**src/rtl/if_stage.sv**
```systemverilog
// Instruction fetch stage: owns the fetch PC, issues credit-limited word fetches,
// tracks in-flight PCs and buffers returned instructions in a 2-entry queue.
module if_stage #(
   parameter logic [31:0] RESET_PC = 32'h0000_0000
) (
   input  logic        clk,
   input  logic        reset,
   output logic        imem_req_valid,
   input  logic        imem_req_ready,
   output logic [31:0] imem_req_addr,
   input  logic        imem_resp_valid,
   input  logic [31:0] imem_resp_data,
   input  logic        redirect,
   input  logic [31:0] redirect_pc,
   input  logic        stall,
   output logic [31:0] out_instr,
   output logic [31:0] out_pc,
   output logic        out_valid,
   output logic        out_flush
);

   localparam logic MODE_RUN   = 1'b0;
   localparam logic MODE_DRAIN = 1'b1;

   logic [31:0] fetch_pc_q, fetch_pc_d;
   logic [1:0]  outst_q, outst_d;
   logic [1:0]  drop_q, drop_d;
   logic [1:0]  buf_cnt_q, buf_cnt_d;
   logic        buf_head_q, buf_head_d;
   logic        pcf_wr_q, pcf_wr_d;
   logic        pcf_rd_q, pcf_rd_d;

   logic [31:0] pcf_q [2];
   logic [31:0] ibuf_pc_q [2];
   logic [31:0] ibuf_instr_q [2];

   logic        mode;
   logic        pop;
   logic [2:0]  credit_sum;
   logic        accept;
   logic        resp;
   logic        keep;
   logic        buf_wr_idx;
   logic [31:0] resp_pc;
   logic        unused_rpc_lo;

   assign unused_rpc_lo = ^redirect_pc[1:0];

   assign mode = (drop_q != 2'd0) ? MODE_DRAIN : MODE_RUN;

   assign out_valid  = (buf_cnt_q != 2'd0) & ~redirect;
   assign pop        = out_valid & ~stall;

   // Credit counts every in-flight request against a buffer slot, so a
   // response can never arrive without somewhere to land.
   assign credit_sum = {1'b0, outst_q} + {1'b0, buf_cnt_q} - {2'b00, pop};
   assign imem_req_valid = ~reset & ~redirect & (credit_sum < 3'd2);
   assign imem_req_addr  = fetch_pc_q;
   assign accept         = imem_req_valid & imem_req_ready;

   // A response with nothing outstanding is a protocol error and is ignored.
   assign resp       = imem_resp_valid & (outst_q != 2'd0);
   assign resp_pc    = pcf_q[pcf_rd_q];
   assign keep       = resp & (mode == MODE_RUN) & ~redirect;
   assign buf_wr_idx = buf_head_q ^ buf_cnt_q[0];

   assign out_instr = (buf_cnt_q != 2'd0) ? ibuf_instr_q[buf_head_q] : 32'h0;
   assign out_pc    = (buf_cnt_q != 2'd0) ? ibuf_pc_q[buf_head_q]    : 32'h0;
   assign out_flush = redirect & ~reset;

   always_comb begin
      fetch_pc_d = fetch_pc_q;
      outst_d    = outst_q;
      drop_d     = drop_q;
      buf_cnt_d  = buf_cnt_q;
      buf_head_d = buf_head_q;
      pcf_wr_d   = pcf_wr_q;
      pcf_rd_d   = pcf_rd_q;

      if (accept) begin
         fetch_pc_d = fetch_pc_q + 32'd4;
         pcf_wr_d   = ~pcf_wr_q;
      end
      if (resp) begin
         pcf_rd_d = ~pcf_rd_q;
      end

      case ({accept, resp})
         2'b10:   outst_d = outst_q + 2'd1;
         2'b01:   outst_d = outst_q - 2'd1;
         default: outst_d = outst_q;
      endcase

      if (redirect) begin
         // Everything still in flight belongs to the old path, including a
         // response landing in this very cycle.
         fetch_pc_d = {redirect_pc[31:2], 2'b00};
         buf_cnt_d  = 2'd0;
         buf_head_d = 1'b0;
         drop_d     = outst_q - {1'b0, resp};
      end else begin
         if (resp && (mode == MODE_DRAIN)) begin
            drop_d = drop_q - 2'd1;
         end
         buf_cnt_d = buf_cnt_q + {1'b0, keep} - {1'b0, pop};
         if (pop) begin
            buf_head_d = ~buf_head_q;
         end
      end
   end

   always_ff @(posedge clk or posedge reset) begin
      if (reset) begin
         fetch_pc_q <= RESET_PC;
         outst_q    <= 2'd0;
         drop_q     <= 2'd0;
         buf_cnt_q  <= 2'd0;
         buf_head_q <= 1'b0;
         pcf_wr_q   <= 1'b0;
         pcf_rd_q   <= 1'b0;
      end else begin
         fetch_pc_q <= fetch_pc_d;
         outst_q    <= outst_d;
         drop_q     <= drop_d;
         buf_cnt_q  <= buf_cnt_d;
         buf_head_q <= buf_head_d;
         pcf_wr_q   <= pcf_wr_d;
         pcf_rd_q   <= pcf_rd_d;
      end
   end

   // Payload storage needs no reset: occupancy counters gate every read.
   always_ff @(posedge clk) begin
      if (accept) begin
         pcf_q[pcf_wr_q] <= fetch_pc_q;
      end
      if (keep) begin
         ibuf_pc_q[buf_wr_idx]    <= resp_pc;
         ibuf_instr_q[buf_wr_idx] <= imem_resp_data;
      end
   end

endmodule

```
**config.mk**
```make
export PLATFORM = sky130hd
export DESIGN_NAME = if_stage
export DESIGN_NICKNAME = d
export VERILOG_FILES = /design/src/rtl/if_stage.sv
export SDC_FILE = /design/constraint.sdc
export NUM_CORES = 1
export LEC_CHECK = 0
export ABC_AREA = 0
export CAP_MARGIN = 20
export CORE_MARGIN = 2
export CORE_UTILIZATION = 46
export DETAILED_ROUTE_END_ITERATION = 8
export MAX_ROUTING_LAYER = met4
export PLACE_DENSITY = 0.78
export SLEW_MARGIN = 40
export SYNTH_ARGS = -nofsm -noshare
export SYNTH_HDL_FRONTEND = slang
export SYNTH_SLANG_ARGS = --single-unit
```
**constraint.sdc**
```tcl
create_clock -name clk -period 9.9 [get_ports clk]
set_input_delay 1.485 -clock clk [delete_from_list [all_inputs] [get_ports clk]]
set_output_delay 1.485 -clock clk [all_outputs]
set_load 0.02 [all_outputs]
```
# [Word level (Yosys, flattened, before mapping)]
# Memory sizes are Yosys's and may differ from the RTL's.
# Index checks and enable logic that the tools add are counted.
[word_totals] register_bits=41 latchBits=0 ram_bits=192 romBits=0 input_bits=70 out_inout_bits=99 word_cells=62 n_memories=3
[classes] n_addsub=9 n_mul=0 div_mod_pow=0 magnitude_cmp=1 eq_ne=2 shift=0 mux=15 bitwise=17 n_reduce_logical=8
[memory_table] memory="ibuf_instr_q" words=2 width=32 read_ports=1 rd_ports_with_merged_regs=0 wr=1 line_no="35" rtl="logic [31:0] ibuf_instr_q [2];"
[memory_table] memory="ibuf_pc_q" words=2 width=32 read_ports=1 rd_ports_with_merged_regs=0 wr=1 line_no="34" rtl="logic [31:0] ibuf_pc_q [2];"
[memory_table] memory="pcf_q" words=2 width=32 read_ports=1 rd_ports_with_merged_regs=0 wr=1 line_no="33" rtl="logic [31:0] pcf_q [2];"
[op_table] operator="$mux 32" n=4
[op_table] operator="$add 32x3->32 const B" n=1
[op_table] operator="$reduce_bool 2->1" n=7
[op_table] operator="$and 1x1->1" n=9
[op_table] operator="$mux 1" n=7
[op_table] operator="$not 1->1" n=7
[op_table] operator="$mux 2" n=3
[op_table] operator="$pmux 2 s2" n=1
[op_table] operator="$sub 2x1->2" n=2
[op_table] operator="$sub 2x1->2 const B" n=2
[op_table] operator="$add 2x2->3" n=1
[op_table] operator="$lt 3x2->1 const B" n=1
[op_table] operator="$sub 3x1->3" n=1
[op_table] operator="$add 2x1->2" n=1
[op_table] operator="$add 2x1->2 const B" n=1
[op_table] operator="$eq 2x1->1 const B" n=1
[op_table] operator="$eq 2x2->1 const B" n=1
[op_table] operator="$logic_and 1x1->1" n=1
[op_table] operator="$xor 1x1->1" n=1

# [Logic depth before layout (Yosys ltp)]
# Gate-level depths: netlist of run 1.
[logic_depth] ltp_word=9 ltp_mapped=17 mapped_depth_nobuf=13

# [Worst setup path before layout of run 1]
# OpenSTA, ideal clock, no wires.
[synth_path] kind="in2reg" startpoint="input redirect" endpoint="memory pcf_q[0][10] (enable)" setup_time_ps=417 arrival_time_ps=5093 required_ps=9483 slack_ps=4390 path_stages=14 path_buffers=5 path_cell_list="buf_2 > clkbuf_1 > clkbuf_1 > nor3_1 > ha_1 > inv_1 > nand2_1 > fa_1 > xor2_1 > and4_1 > inv_1 > buf_2 > buf_1 > nor2_1"
[synth_via] elab_chain_len=9 elab_cells_between_ends=10 cone_classes="add/sub: 1; order compare: 1; mux: 2; bitwise: 6"
[synth_rtl] item="from (decl)" line_no="13" rtl="input logic redirect,"
[synth_rtl] item="$not 1->1 (*)" line_no="51, 57"
[synth_rtl] item="$and 1x1->1" line_no="51" rtl="assign out_valid = (buf_cnt_q != 2'd0) & ~redirect;"
[synth_rtl] item="$and 1x1->1" line_no="52" rtl="assign pop = out_valid & ~stall;"
[synth_rtl] item="$sub 3x1->3" line_no="56" rtl="assign credit_sum = {1'b0, outst_q} + {1'b0, buf_cnt_q} - {2'b00, pop};"
[synth_rtl] item="$lt 3x2->1" line_no="57" rtl="assign imem_req_valid = ~reset & ~redirect & (credit_sum < 3'd2);"
[synth_rtl] item="$and 1x1->1 (*)" line_no="57"
[synth_rtl] item="$and 1x1->1 (*)" line_no="59" rtl="assign accept = imem_req_valid & imem_req_ready;"
[synth_rtl] item="$mux 1 (*)" line_no="134" rtl="if (accept) begin"
[synth_rtl] item="$mux 1 (not written as such) (*)" line_no="135" rtl="pcf_q[pcf_wr_q] <= fetch_pc_q;"
[synth_rtl] item="to (decl)" line_no="33"
# Every way passes the cells marked *; elsewhere a longest branch is shown, timed or not.

# [Worst setup path in the final report of run 1]
[layout_path] startpoint="input redirect" endpoint="output imem_req_valid"
[layout_via] elab_chain_len=6 elab_cells_between_ends=7 cone_classes="add/sub: 1; order compare: 1; bitwise: 5"
[layout_rtl] item="$not 1->1 (*)" line_no="51, 57"
[layout_rtl] item="$and 1x1->1" line_no="51"
[layout_rtl] item="$and 1x1->1" line_no="52"
[layout_rtl] item="$sub 3x1->3" line_no="56"
[layout_rtl] item="$lt 3x2->1" line_no="57"
[layout_rtl] item="$and 1x1->1 (*)" line_no="57"
[layout_rtl] item="to (decl)" line_no="8" rtl="output logic imem_req_valid,"
# Marks and branches as above.

==> flow_metrics.tcl, run 1 <==
set metrics [dict create \
    tns_ns 0 \
    die_h_um 145.5 \
    ir_worst_vdd_v 0.0001104 \
    crit_start "redirect" \
    critPathLaunchType "input pin" \
    post-dp-hpwl_mm 12.41 \
    tightest_slew_ns 0.7674 \
    cts_tree "yes" \
    drcViolationCount 0 \
    path_max_fanout 42 \
    wl_met2_mm 9.241 \
    grt_antenna_before_repair 0 \
    nets 872 \
    clock_latency_ns 0.50 \
    vias 5745 \
    grt_pass1_vias 5503 \
    yosysWarnings 0 \
    setup_viol 0 \
    drt_iter0_drc 396 \
    leakage_nw 4.022 \
    hold-path-cell-count 1 \
    fin_crit_sh_pct 57.80 \
    slew_violations 0 \
    netlist_area_um2 9206 \
    wire_per_inst_um 17.96 \
    end_kind "primary output" \
    finalNonFillerCells 1076 \
    hold_buffers 0 \
    synth_top_area_share_pct 60.02 \
    drt_wl_total_mm 19.32 \
    cap_violations 0 \
    yosysMostFrequentCell "edfxtp_1" \
    cp_slowest_stage_delay_ns 0.61 \
    grt_pass1_wl_mm 29.87 \
    synth_top_cell_by_area "edfxtp_1" \
    grt_max_degree 66 \
    final_core_util_pct 60.73 \
    yosys.cell_types.count 48 \
    syn_to_final_growth_pct 28.80 \
    drive_gt1_share_pct 11.22 \
    synth_cells 627 \
    port_buffers 162 \
    p_per_area_nw_per_um2 215.5 \
    crit_family "buffers and inverters" \
    r2r_slack_ns 6.29 \
    dr_wl_met3_mm 1.258 \
    initial_core_util_pct 47.15 \
    grt_usage_pct 18.27 \
    synthFlopType "edfxtp_1" \
    htree_levels 1 \
    dp.cells 1034 \
    critical_path_class "in2out" \
    holdPathEnd "pcf_wr_q" \
    die_area_um2 21160 \
    rsz0062_at_grt "no" \
    antenna_cells 0 \
    cp_slowest_cell "clkdlybuf4s50_1" \
    yosys_register_bits 223 \
    worst_ep_arrival_time_ns 4.24 \
    vias_per_cell 5.339 \
    r2r-end "imem_req_addr[16]" \
    postCtsSetupBuffers 0 \
    finalHoldViolations 0 \
    syn_area_per_cell_um2 14.68 \
    postRouteAntennaNets 0 \
    io_pins 169 \
    outcome "completed" \
    rows 51 \
    gp_congestion 0.7822 \
    total_power_mw 2.555 \
    max-clock-path-buffers 3 \
    path_buf_inv 4 \
    clock_skew_ns 0.01955 \
    die_w_um 145.5 \
    top_layer_used "met4" \
    required_ns 8.42 \
    path_cells "clkdlybuf4s50_1 > buf_4 > nor3_1 > ha_1 > inv_1 > nand2_1 > fa_1 > xor2_1 > and3_1 > clkdlybuf4s50_1" \
    core_um2 19530 \
    min-delay-start "pcf_wr_q" \
    slew_headroom_pct 48.84 \
    period_needed_ns 5.722 \
    ys_top_cells_by_count "edfxtp_1, nor2_1, mux2i_1" \
    clk_transition_reported_paths_ns 0.06 \
    cts_resized 0 \
    fmax_mhz 174.8 \
    drt-met1-wl_mm 8.251 \
    async_flop_share_pct 17.49 \
    dr.pass1.iters 5 \
    timing.rr.start "buf_cnt_q[0]" \
    hp-class "reg2reg" \
    cts_made_buffers 23 \
    cts_sinks 223 \
    synth_area_leaders "edfxtp_1, dfrtp_1, mux2i_1, mux2_2, nor2_1" \
    grt_overflow 0 \
    cts-root-buf "clkbuf_16" \
    synth-seq-area-share_pct 70.62 \
    rr_worst_depth 13 \
    cp_common_cell "clkdlybuf4s50_1" \
    synth-edff-count 184 \
]
[cells by family after synthesis]
| family | count (synthesis) | share of synthesized area (%) |
|---|---|---|
| compound gates | 66 | 5.124 |
| xor+xnor | 11 | 1.047 |
| fa+ha+maj | 8 | 1.169 |
| buf+inv | 46 | 2.107 |
| flops | 223 | 70.62 |
| mux | 93 | 10.52 |
| other cells | 1 | 0.04073 |
| simple gates | 179 | 9.378 |
[report_power, final]
part | internal (mW) | total [mW] | switching, mW
Combinational | 0.257 | 0.545 | 0.288
Clock | 0.491 | 0.822 | 0.331
Sequential | 1.12 | 1.19 | 0.0706
Total | 1.86 | 2.56 | 0.690
[layer usage]
layer / vias to the layer above / global-route usage (%)
met5: - / -
met4: 0 / 6.471
met3: 47 / 3.197
met2: 213 / 29.24
met1: 2797 / 23.75
li1: 2688 / -
[through the flow]
| stage | cell area [um2] | setup WS, ns | hold WS (ns) |
|---|---|---|---|
| after floorplan | 9218 | 4.390 | 0.4603 |
| after global placement | 11120 | 4.220 | 0.4910 |
| after detailed placement | 11120 | 4.182 | 0.4993 |
| after CTS | 11850 | 4.183 | 0.5159 |
| after global routing | 11860 | 4.014 | 0.5440 |
| final | 11860 | 4.178 | 0.5085 |
[placed cells by master (no fill, tap or decap), types with 5 or more instances in the layout]
master,netlist,layout
a21o_1,6,6
nand3_1,13,13
edfxtp_1,184,184
a221o_1,6,6
inv_1,13,13
o211ai_1,8,8
nor3_1,8,8
and2_1,6,5
clkdlybuf4s50_1,0,162
nand4_1,13,13
ha_1,7,7
xnor2_1,9,9
mux2i_1,63,63
a21oi_1,6,6
o21ai_0,18,18
o311ai_0,8,8
nand2_1,32,32
mux2_2,30,30
clkbuf_1,10,8
dfrtp_1,39,38
buf_4,4,10
clkbuf_16,0,23
nor2_1,88,86
[registers in the layout, indices dropped and copies added, names as in the netlist]
name	flops
outst_q	2
ibuf_pc_q	60
pcf_wr_q	1
imem_req_addr	30
pcf_rd_q	1
buf_head_q	1
ibuf_instr_q	64
buf_cnt_q	2
pcf_q	60
drop_q	2
[area by class of cell]
type	instances	area (um2)
clock buffers	32	619.3
fillers	1516	7669
flip-flops and latches	223	6505
multi-input cells	361	2547
clock inverters	10	108.9
inverters	13	48.80
well taps	265	331.6
repair buffers	172	1697
[worst max-delay path by stage]
| stage | endpoint | slack (ns) | depth (start not counted) |
|---|---|---|---|
| after global placement | imem_req_valid | 4.22 | 10 |
| after floorplan | pcf_q[0][10] | 4.39 | 14 |
| after CTS | imem_req_valid | 4.18 | 10 |
| after global routing | imem_req_valid | 4.01 | 10 |
| after detailed placement | imem_req_valid | 4.18 | 10 |
| final | imem_req_valid | 4.18 | 10 |
(Power assumes the default switching activity.)
==> inputs of run 2 (changes only) <==
Settings changed: PLACE_DENSITY 0.78 to 0.8.
Clock period 9.9 ns to 5.2 ns, I/O delays scaled along.
==> flow_metrics.tcl, run 2 (synthesis results as in run 1) <==
set metrics [dict create \
    outcome "completed" \
    wire_per_inst_um 18.45 \
    slew_headroom_pct 44.17 \
    intPower_mw 3.598 \
    leakage_nw 4.066 \
    timing.rr.start "buf_cnt_q[1]" \
    p_per_area_nw_per_um2 413.2 \
    final_core_util_pct 61.19 \
    setup_viol 0 \
    core_um2 19530 \
    vias 5768 \
    finalHoldViolations 0 \
    grt_pass1_wl_mm 30.93 \
    ir_worst_vdd_v 0.0002548 \
    share_seq_of_total_power_pct 46.0 \
    io_pins 169 \
    postCtsSetupBuffers 0 \
    tns_ns 0 \
    path_max_fanout 3 \
    grtUsageMet3_pct 3.072 \
    antenna_cells 0 \
    die_w_um 145.5 \
    crit_start "stall" \
    cts_sinks 223 \
    die_area_um2 21160 \
    top_regs "ibuf_instr_q: 64 flops, ibuf_pc_q: 60 flops, pcf_q: 60 flops" \
    htree_levels 1 \
    clock_skew_ns 0.01346 \
    switching_share_pct 27.13 \
    port_buffers 162 \
    layout_common_cells "edfxtp_1, clkdlybuf4s50_1, nor2_1, mux2i_1, dfrtp_1" \
    combPwrFrac_pct 21.1 \
    drive_gt1_share_pct 11.81 \
    die_h_um 145.5 \
    clockPowerShare_pct 32.9 \
    nets 875 \
    grt_pass1_vias 5664 \
    worst_ep_arrival_time_ns 3.24 \
    max-clock-path-buffers 3 \
    switchingPower_mw 1.340 \
    largest_register_ff_count 64 \
    cts-root-buf "clkbuf_16" \
    nFillCells 1477 \
    fin_crit_sh_pct 77.38 \
    grt_usage_pct 19.02 \
    syn_to_final_growth_pct 29.79 \
    critical_path_class "in2out" \
    dr.pass1.iters 7 \
    hold_buffers 0 \
    use_met2_pct 31.33 \
    tightest_slew_ns 0.8365 \
    required_ns 4.42 \
    met1_usage_pct 24.59 \
    drt_wl_total_mm 19.89 \
    vias_per_cell 5.351 \
    drt_iter0_drc 400 \
    fmax_mhz 248.5 \
    multi_input_area_um2 2541 \
    cts_tree "yes" \
    largest-register "ibuf_instr_q" \
    initial_core_util_pct 47.15 \
    top_usage_layer "met2" \
    postRouteAntennaNets 0 \
    gp_congestion 0.8503 \
    period_needed_ns 4.024 \
    drcViolationCount 0 \
    cts_made_buffers 23 \
    critPathLaunchType "input pin" \
    post-dp-hpwl_mm 12.91 \
    rsz0062_at_grt "no" \
    cts_resized 0 \
    hp-class "reg2reg" \
    grt_overflow 0 \
    grt_max_degree 66 \
    clock_latency_ns 0.50 \
    end_kind "primary output" \
    slew_violations 0 \
    final_common_cell "edfxtp_1" \
    clk_transition_reported_paths_ns 0.06 \
    grt_antenna_before_repair 0 \
    rows 51 \
    cap_violations 0 \
    layout.area.seq_um2 6505 \
    min-delay-start "pcf_wr_q" \
]
==> run 2: layout make-up <==
class / instances / share of cell area [%]
Clock buffer: 31 / 5.403
Clock inverter: 10 / 0.9738
Inverter: 13 / 0.4084
Multi-Input combinational cell: 361 / 21.27
Sequential cell: 223 / 54.44
Tap cell: 265 / 2.775
Timing Repair Buffer: 175 / 14.73
==> run 2: stage by stage <==
step / setup WS [ns] / hold slack, ns / area, um2 / power [mW] / instances
floorplan: 0.3948 / 0.4603 / 9218 / 2.909 / 630
global placement: 0.8081 / 0.4916 / 11160 / 3.317 / 1036
detailed placement: 0.7941 / 0.5021 / 11190 / 3.354 / 1037
CTS: 1.172 / 0.5105 / 11950 / 4.976 / 1078
global route: 1.076 / 0.5394 / 11950 / 5.140 / 1078
finish: 1.176 / 0.5091 / 11950 / 4.938 / 1078
==> run 2: power by group through the flow <==
stage | sequential [mW] | combinational, mW | clock (mW)
after floorplan | 2.28 | 0.630 | 0
after global placement | 2.31 | 1.01 | 0
after detailed placement | 2.31 | 1.04 | 0
after CTS | 2.27 | 1.05 | 1.65
after global routing | 2.29 | 1.12 | 1.73
final | 2.27 | 1.04 | 1.62
==> run 2: final timing paths <==
check / end / slack, ns / cells after the start
min: pcf_wr_q / 0.51 / 1
max: imem_req_valid / 1.18 / 9
min in group asynchronous: imem_req_addr[6] / 0.76 / 3
min reg2reg: pcf_wr_q / 0.51 / 1
max reg2reg: pcf_q[0][5] / 1.70 / 11
max in group asynchronous: buf_head_q / 4.04 / 3
==> run 2: critical path: stages <==
cell,delay [ns]
clkdlybuf4s50_1,0.51
nor3_1,0.22
ha_1,0.25
inv_1,0.08
nand2_1,0.07
fa_1,0.38
xor2_1,0.17
and3_1,0.18
clkdlybuf4s50_1,0.61
==> run 2: metal layers <==
layer | vias up | wire length, um
met4 | 0 | 452
met5 | - | 0
met2 | 230 | 9897
met1 | 2800 | 8377
li1 | 2696 | -
met3 | 42 | 1161
==> inputs of run 3 (changes only) <==
Settings changed: PLACE_DENSITY 0.8 to 0.78.
Clock period 5.2 ns to 3.85 ns, I/O delays scaled along.
==> flow_metrics.tcl, run 3 (synthesis results as in run 1) <==
set metrics [dict create \
    cts_resized 0 \
    final_area_um2 11930 \
    antenna_cells 0 \
    setup_slack_ns 0.2149 \
    switchingPower_mw 1.762 \
    syn_to_final_growth_pct 29.53 \
    crit_family "buffers and inverters" \
    grt_pass1_wl_mm 31.24 \
    cap_violations 0 \
    final_common_cell "edfxtp_1" \
    grt_usage_pct 19.06 \
    end_kind "primary output" \
    die_w_um 145.5 \
    layout.area.seq_um2 6505 \
    post-dp-hpwl_mm 12.80 \
    cp_slowest_stage_delay_ns 0.61 \
    grt_antenna_before_repair 0 \
    rows 51 \
    dp_slack_ns 0.05899 \
    drt_iter0_drc 357 \
    period_needed_ns 3.635 \
    die_h_um 145.5 \
    total_power_mw 6.487 \
    r2r-end "imem_req_addr[16]" \
    worst_ep_arrival_time_ns 3.06 \
    drcViolationCount 0 \
    multi_input_area_um2 2554 \
    rr_worst_depth 12 \
    placedInstanceArea_um2 11250 \
    core_um2 19530 \
    r2r_slack_ns 0.93 \
    path_depth 9 \
    dr.pass1.iters 5 \
    slew_violations 0 \
    cp_slowest_cell "clkdlybuf4s50_1" \
    wire_per_inst_um 17.96 \
    tightest_slew_ns 0.7344 \
    combPwrFrac_pct 21.9 \
    layout_common_cells "edfxtp_1, clkdlybuf4s50_1, nor2_1, mux2i_1, dfrtp_1" \
    cts_tree "yes" \
    switching_share_pct 27.16 \
    htree_levels 1 \
    port_buffers 162 \
    clockPowerShare_pct 30.9 \
    max-clock-path-buffers 3 \
    path_cells "clkdlybuf4s50_1 > nor3_1 > ha_1 > inv_1 > nand2_1 > fa_1 > xor2_1 > and3_1 > clkdlybuf4s50_1" \
    crit_start "stall" \
    vias_per_cell 5.252 \
    largest-register "ibuf_instr_q" \
    initial_core_util_pct 47.15 \
    final_core_util_pct 61.07 \
    clock_skew_ns 0.01277 \
    intPower_mw 4.726 \
    vias 5683 \
    gp_congestion 0.7973 \
    grt_pass1_vias 5753 \
    nets 879 \
    grt_max_degree 66 \
    tns_ns 0 \
    leakage_nw 4.047 \
    critPathLaunchType "input pin" \
    slew_headroom_pct 51.04 \
    drive_gt1_share_pct 11.51 \
    setup_viol 0 \
    top_regs "ibuf_instr_q: 64 flops, ibuf_pc_q: 60 flops, pcf_q: 60 flops" \
    timing.rr.start "buf_cnt_q[0]" \
    die_area_um2 21160 \
    p_per_area_nw_per_um2 544.0 \
    ir_worst_vdd_v 0.0003096 \
    required_ns 3.27 \
    nFillCells 1521 \
    path_max_fanout 3 \
    hold_buffers 0 \
    grt_overflow 0 \
    path_buf_inv 3 \
    io_pins 169 \
    hp-class "in2async" \
    cts_sinks 223 \
    postRouteAntennaNets 0 \
    drt_wl_total_mm 19.43 \
    cts-root-buf "clkbuf_16" \
    fmax_mhz 275.1 \
    fin_crit_sh_pct 94.42 \
    cp_common_cell "clkdlybuf4s50_1" \
    clk_transition_reported_paths_ns 0.06 \
    largest_register_ff_count 64 \
    finalHoldViolations 0 \
    outcome "completed" \
    clock_latency_ns 0.50 \
    critical_path_class "in2out" \
    share_seq_of_total_power_pct 47.2 \
    rsz0062_at_grt "no" \
    cts_made_buffers 23 \
    postCtsSetupBuffers 0 \
]
## run 3: cell count changes in the layout (fill, tap and decap cells not counted), sizes merged
cell / previous run / this run
buf: 13 / 17
clkinvlp: 1 / 0
inv: 14 / 13
bufinv: 2 / 1
clkbuf: 31 / 34
## run 3: worst max-delay path by stage
stage | end
finish | imem_req_valid
global route | imem_req_valid
detailed placement | imem_req_addr[31]
global placement | imem_req_addr[27]
floorplan | pcf_q[0][10]
CTS | imem_req_valid
## run 3: cell type report
class	count	share of cell area [%]
Sequential cell	223	54.55
Multi-Input combinational cell	361	21.41
Timing Repair Buffer	179	15.19
Clock buffer	34	5.173
Tap cell	265	2.780
Clock inverter	7	0.4826
Inverter	13	0.4092
## run 3: power by group through the flow
stage                     registers, mW  logic [mW]  clock network, mW
final                              3.06        1.42               2.00
after global routing               3.09        1.55               2.15
after CTS                          3.06        1.44               2.05
after detailed placement           3.11        1.42                  0
after global placement             3.10        1.40                  0
after floorplan                    3.08       0.853                  0
## run 3: worst register-to-register path: cells and delay by family, from the launching register on
| kind | cells | cell delay (ns) |
|---|---|---|
| and+or+nand+nor | 7 | 1.41 |
| DFF | 1 | 0.42 |
| buffers and inverters | 2 | 0.20 |
| adders and majority gates | 2 | 0.65 |
| xor gates and xnor gates | 1 | 0.17 |
## run 3: metrics by stage
| step | hold slack, ns | cells |
|---|---|---|
| after global routing | 0.5542 | 1082 |
| after global placement | 0.5104 | 1041 |
| after floorplan | 0.5039 | 630 |
| final | 0.5038 | 1082 |
| after detailed placement | 0.5474 | 1041 |
| after CTS | 0.5089 | 1082 |
## run 3: layer usage
metal  wire length, um  track usage (%)  part of all wire, %
met2              9748            32.44                   50
met4               286            4.559                  1.5
met5                 0                -                    0
met1              8235            23.96                   42
met3              1157            3.354                  6.0
